## config.mk

```make
export PLATFORM = sky130hd
export DESIGN_NAME = stack_control_unit
export DESIGN_NICKNAME = d
export VERILOG_FILES = /design/src/rtl/stack_control_unit.sv
export SDC_FILE = /design/constraint.sdc
export NUM_CORES = 1
export LEC_CHECK = 0
export CAP_MARGIN = 40
export CORE_ASPECT_RATIO = 1.5
export CORE_MARGIN = 4
export CORE_UTILIZATION = 50
export CTS_BUF_LIST = sky130_fd_sc_hd__clkbuf_4
export CTS_CLUSTER_SIZE = 12
export DETAILED_ROUTE_END_ITERATION = 6
export GPL_TIMING_DRIVEN = 0
export PLACE_DENSITY = 0.81
export SLEW_MARGIN = 15
export SYNTH_ARGS = -nofsm -noshare
export SYNTH_HDL_FRONTEND = slang
export SYNTH_SLANG_ARGS = --single-unit
```

## constraint.sdc

```tcl
create_clock -name CLK -period 4.2 [get_ports CLK]
set_input_delay 0.63 -clock CLK [delete_from_list [all_inputs] [get_ports CLK]]
set_output_delay 0.63 -clock CLK [all_outputs]
set_load 0.02 [all_outputs]
```

## src/rtl/stack_control_unit.sv

```systemverilog
// stack_control_unit: accumulator CPU successor FSM with memory wait states,
// stack-depth tracking and sticky overflow/underflow/illegal-opcode traps.
`timescale 1ns/1ps
module stack_control_unit #(
  parameter int OPW = 8,
  parameter int STACK_DEPTH = 16,
  localparam int DW = $clog2(STACK_DEPTH + 1)
) (
  input  logic           CLK,
  input  logic           RESET_N,
  input  logic [OPW-1:0] opcode,
  input  logic           ZFLG,
  input  logic           NFLG,
  input  logic           MEM_RDY,
  output logic           FETCH,
  output logic           MEM_REQ,
  output logic           INC_PC,
  output logic           LOAD_PC,
  output logic           PC_SRC,
  output logic           LOAD_IRU,
  output logic           LOAD_IRL,
  output logic           LOAD_AC,
  output logic           STORE_MEM,
  output logic           WDATA_PC,
  output logic           SP_ADDR,
  output logic           LOAD_SP,
  output logic           SP_INC,
  output logic           SP_DEC,
  output logic [DW-1:0]  DEPTH,
  output logic           FAULT,
  output logic [1:0]     FAULT_CODE,
  output logic [4:0]     STATE
);
  typedef enum logic [4:0] {
    START, PREPU, FETCHU, EXEC1, PREPL, FETCHL, EXEC2, MEMRD, STORE, JUMP,
    LDSP, PUSH_DEC, PUSH_WR, POP_RD, JSR_DEC, JSR_WR, RTS_RD, TRAP
  } state_t;
  state_t state, next, dec;
  logic [1:0] trap_code;
  logic [4:0] cls;
  logic taken, full, empty;
  assign cls   = opcode[4:0];
  assign full  = DEPTH == DW'(STACK_DEPTH);
  assign empty = DEPTH == '0;
  assign STATE = state;
  assign taken = (opcode == OPW'('h10)) | ((opcode == OPW'('h11)) & NFLG) |
                 ((opcode == OPW'('h12)) & ~NFLG) | ((opcode == OPW'('h13)) & ZFLG) |
                 ((opcode == OPW'('h14)) & ~ZFLG);
  // Second-byte decode: ALU/memory classes use the low five bits, jump/stack ops the full opcode.
  always_comb begin
    dec = TRAP;
    case (cls)
      5'h02, 5'h06, 5'h08, 5'h0E, 5'h0F: dec = EXEC2;
      5'h01, 5'h05, 5'h07, 5'h09, 5'h0A, 5'h0B, 5'h0C, 5'h0D: dec = MEMRD;
      5'h03: dec = STORE;
      default: dec = TRAP;
    endcase
    if (opcode >= OPW'('h10) && opcode <= OPW'('h14)) dec = JUMP;
    if (opcode == OPW'('h15)) dec = LDSP;
    if (opcode == OPW'('h16)) dec = PUSH_DEC;
    if (opcode == OPW'('h17)) dec = POP_RD;
    if (opcode == OPW'('h18)) dec = JSR_DEC;
    if (opcode == OPW'('h19)) dec = RTS_RD;
  end
  always_comb begin
    next = state;
    trap_code = 2'b00;
    {FETCH, MEM_REQ, INC_PC, LOAD_PC, PC_SRC, LOAD_IRU, LOAD_IRL, LOAD_AC,
     STORE_MEM, WDATA_PC, SP_ADDR, LOAD_SP, SP_INC, SP_DEC} = '0;
    case (state)
      START: next = PREPU;
      PREPU, PREPL: begin
        FETCH = 1'b1;
        next = (state == PREPU) ? FETCHU : FETCHL;
      end
      FETCHU, FETCHL: begin
        FETCH = 1'b1;
        MEM_REQ = 1'b1;
        INC_PC = MEM_RDY;
        LOAD_IRU = MEM_RDY & (state == FETCHU);
        LOAD_IRL = MEM_RDY & (state == FETCHL);
        trap_code = (state == FETCHL && dec == TRAP) ? 2'b11 : 2'b00;
        if (MEM_RDY) next = (state == FETCHL) ? dec : (cls == 5'h00 || cls == 5'h04) ? EXEC1 : PREPL;
      end
      EXEC1, EXEC2: begin
        LOAD_AC = 1'b1;
        next = PREPU;
      end
      MEMRD: begin
        MEM_REQ = 1'b1;
        if (MEM_RDY) next = EXEC2;
      end
      STORE: begin
        MEM_REQ = 1'b1;
        STORE_MEM = MEM_RDY;
        if (MEM_RDY) next = PREPU;
      end
      JUMP: begin
        LOAD_PC = taken;
        next = PREPU;
      end
      LDSP: begin
        LOAD_SP = 1'b1;
        next = PREPU;
      end
      PUSH_DEC, JSR_DEC: begin
        SP_DEC = ~full;
        trap_code = full ? 2'b01 : 2'b00;
        next = full ? TRAP : (state == PUSH_DEC) ? PUSH_WR : JSR_WR;
      end
      PUSH_WR, JSR_WR: begin
        MEM_REQ = 1'b1;
        SP_ADDR = 1'b1;
        WDATA_PC = state == JSR_WR;
        STORE_MEM = MEM_RDY;
        LOAD_PC = MEM_RDY & (state == JSR_WR);
        if (MEM_RDY) next = PREPU;
      end
      POP_RD, RTS_RD: begin
        MEM_REQ = ~empty;
        SP_ADDR = ~empty;
        PC_SRC = ~empty & (state == RTS_RD);
        SP_INC = ~empty & MEM_RDY;
        LOAD_AC = ~empty & MEM_RDY & (state == POP_RD);
        LOAD_PC = ~empty & MEM_RDY & (state == RTS_RD);
        trap_code = empty ? 2'b10 : 2'b00;
        next = empty ? TRAP : MEM_RDY ? PREPU : state;
      end
      TRAP: next = TRAP;
      default: next = START;
    endcase
  end
  // Depth moves on the same edge that commits SP, so a trap always sees the pre-change value.
  always_ff @(negedge CLK or negedge RESET_N) begin
    if (!RESET_N) begin
      state <= START;
      DEPTH <= '0;
      FAULT <= 1'b0;
      FAULT_CODE <= 2'b00;
    end else begin
      state <= next;
      FAULT <= FAULT | (next == TRAP);
      if (next == TRAP && state != TRAP) FAULT_CODE <= trap_code;
      if (state == LDSP) DEPTH <= '0;
      else if (SP_DEC) DEPTH <= DEPTH + DW'(1);
      else if (SP_INC) DEPTH <= DEPTH - DW'(1);
    end
  end
endmodule

```

==> flow_summary.json <==
{
  "yosysSeqAreaShare": 0.198,
  "synth_area_um2": 1640,
  "wl_per_cell_um": 27.7,
  "ant_nets": 0,
  "gr-total-overflow": 0,
  "final_common_cell": "buf_4",
  "r2r_cells": 15,
  "clk_pin_slew_worst_paths_ps": 70,
  "first_pass_iters": 6,
  "setup_viol": 17,
  "start_util": 0.520,
  "rsz0062_at_grt": "yes",
  "rows": 25,
  "fill_cells": 100,
  "synth.avg_cell_area_um2": 7.54,
  "arrival_ps": 4080,
  "combPwrFrac": 0.787,
  "yosysWarnings": 0,
  "die_area_um2": 4290,
  "hold_depth": 1,
  "clk_latency_ps": 290,
  "synth.distinct_cells": 60,
  "power_mw": 1.30,
  "pin_count": 40,
  "vias": 2633,
  "final_cell_mix": "buf_4, buf_6, nand2_1",
  "grt_pass1_wl_um": 10300,
  "synth-seq-cells": 13,
  "p_leak_nw": 1.36,
  "chipHeight_um": 78.2,
  "cts.sinks": 13,
  "worstSetupStartpointType": "flip-flop",
  "antenna_found_initial": 0,
  "synth_nets": 239,
  "worstReg2RegStart": "STATE[2]",
  "cts_buffer_depth": 2,
  "grt_pass1_vias": 2149,
  "synthCells": 218,
  "nets": 340,
  "route.detailed.drc": 0,
  "power_density_nw_per_um2": 439,
  "antennaDiodeCount": 0,
  "switching_share": 0.503,
  "slew_headroom": 0.535,
  "synth_edf_count": 0,
  "startpoint": "DEPTH[0]",
  "cts.htree.levels": 1,
  "crit_type": "reg2out",
  "async_flop_share": 1.00,
  "area_growth_pct": 80.8,
  "placed_cell_area_um2": 2170,
  "core_area_um2": 3160,
  "cts_inserted_buffers": 3,
  "hold_viol": 0,
  "synthFlopType": "dfrtn_1",
  "skew_ps": 4.68,
  "switchingPower_mw": 0.656,
  "routed_via_density": 7.35,
  "worst_hold_path_type": "reg2reg",
  "outcome": "finished, violations left",
  "setup_slack_ps": -510,
  "die_x_um": 54.8,
  "globalplace.congestion": 0.952,
  "cts-root-buf": "clkbuf_4",
  "timing.final.max_slew_violations": 0,
  "grt_use_total": 0.315,
  "seqPwrFrac": 0.141,
  "fin_area_um2": 2970,
  "layout-drive-gt1-share": 0.503,
  "ir_drop_uv": 381,
  "crit_path_max_fanout": 4,
  "endpoint_kind": "primary output",
  "dp_hpwl_um": 3780,
  "grt_max_degree": 14,
  "cts_tree": "yes",
  "port_buffers": 38,
  "routed_wirelength_um": 9930,
  "drt-initial-drc-count": 324,
  "cap_violations": 0,
  "violations": "negative setup slack",
  "hold_path.startpoint": "FAULT",
  "cp.required_ps": 3570,
  "tightest_slew_ps": 696,
  "power_frac_clock": 0.072,
  "internal_power_mw": 0.648
}
## worst max-delay path: stages, from the launching register on
cell and delay [ps]:
dfrtn_1 420, nor4_4 380, nand2_2 150, buf_6 150, nand2_4 60, o31ai_2 60
a32oi_1 250, nor2_2 80, buf_6 140
## power by group through the flow
stage	combinational [mW]	sequential (mW)	clock (mW)
floorplan	0.371	0.210	0
global placement	0.594	0.183	0
detailed placement	0.605	0.184	0
CTS	0.748	0.177	0.0848
global route	1.06	0.187	0.0949
finish	1.03	0.184	0.0934
## Yosys cell counts (2+ instances only)
library cell | number | area [µm²]
o21ai_0 | 9 | 45.0
and3_1 | 3 | 18.8
nor2_1 | 18 | 67.6
or3_1 | 3 | 18.8
a31oi_1 | 4 | 25.0
nor2b_1 | 6 | 37.5
o211ai_1 | 2 | 15.0
clkbuf_1 | 3 | 11.3
dfrtn_1 | 13 | 325
a22oi_1 | 2 | 15.0
a22o_1 | 2 | 17.5
a21oi_1 | 16 | 80.1
nor3_1 | 8 | 40.0
mux2i_1 | 4 | 40.0
nand3_1 | 4 | 20.0
nand4_1 | 2 | 12.5
or2_2 | 2 | 12.5
nor4_1 | 4 | 25.0
xor2_1 | 3 | 26.3
inv_1 | 17 | 63.8
ha_1 | 7 | 87.6
nand3b_1 | 2 | 15.0
nand2_1 | 22 | 82.6
and3_2 | 2 | 15.0
a211oi_1 | 4 | 30.0
nand4b_1 | 2 | 17.5
a21o_1 | 4 | 30.0
buf_2 | 8 | 40.0
a32oi_1 | 2 | 17.5
nand2b_1 | 6 | 37.5
xnor2_1 | 5 | 43.8
## sequential cells by signal, indices dropped and copies added (netlist names)
name and count:
FAULT 1, STATE 5, DEPTH 5, FAULT_CODE 2
## path summary, 6_finish.rpt
path	to	slack [ps]
worst max-delay path	LOAD_AC	-510
worst min-delay path	FAULT	480
worst max register to register	DEPTH[4]	1160
worst min register to register	FAULT	480
max in group asynchronous	DEPTH[0]	990
min in group asynchronous	STATE[3]	2730
## layout make-up
cell class	count	area, µm²	share of cell area
timing repair buffer	98	856	0.288
multi-input combinational	174	1490	0.501
clock buffer	4	30.0	0.0101
sequential	13	325	0.109
tap	40	50.0	0.0168
buffer	12	133	0.0446
inverter	17	90.1	0.0303
## routing by layer
layer,routed length [µm],vias up,GRT usage
li1,-,997,-
met1,3070,1170,0.366
met2,4600,328,0.543
met3,1220,138,0.0436
met4,1030,0,0.137
met5,0,-,0
## what timing repair did
item	in CTS	in global routing
resized for setup	167	41
pin swaps	19	32
hold endpoints to repair	0	0
setup endpoints to repair	29	20
setup buffers	34	28
hold buffers	0	0
## cells by family (layout without fill, tap and decap cells)
group | after synthesis | after routing | share of synthesized area
compound gates | 60 | 60 | 0.257
mux | 4 | 4 | 0.0244
flops | 13 | 13 | 0.198
xor+xnor | 8 | 8 | 0.0426
fa+ha+maj | 8 | 8 | 0.0654
buf+inv | 31 | 131 | 0.0845
simple gates | 94 | 94 | 0.328
## per-stage QoR
| stage | setup WS, ps | hold slack (ps) | util | cells | setup TNS (ps) |
|---|---|---|---|---|---|
| after floorplan | -46.7 | 543 | - | 218 | -115 |
| after global routing | -546 | 503 | 0.941 | 358 | -4480 |
| after detailed placement | -941 | 436 | 0.688 | 296 | -14620 |
| after global placement | -925 | 417 | 0.688 | 296 | -13980 |
| after CTS | -360 | 436 | 0.838 | 333 | -1940 |
| final | -510 | 478 | 0.941 | 358 | -3830 |
No activity file was read; power rests on OpenSTA's default activity.
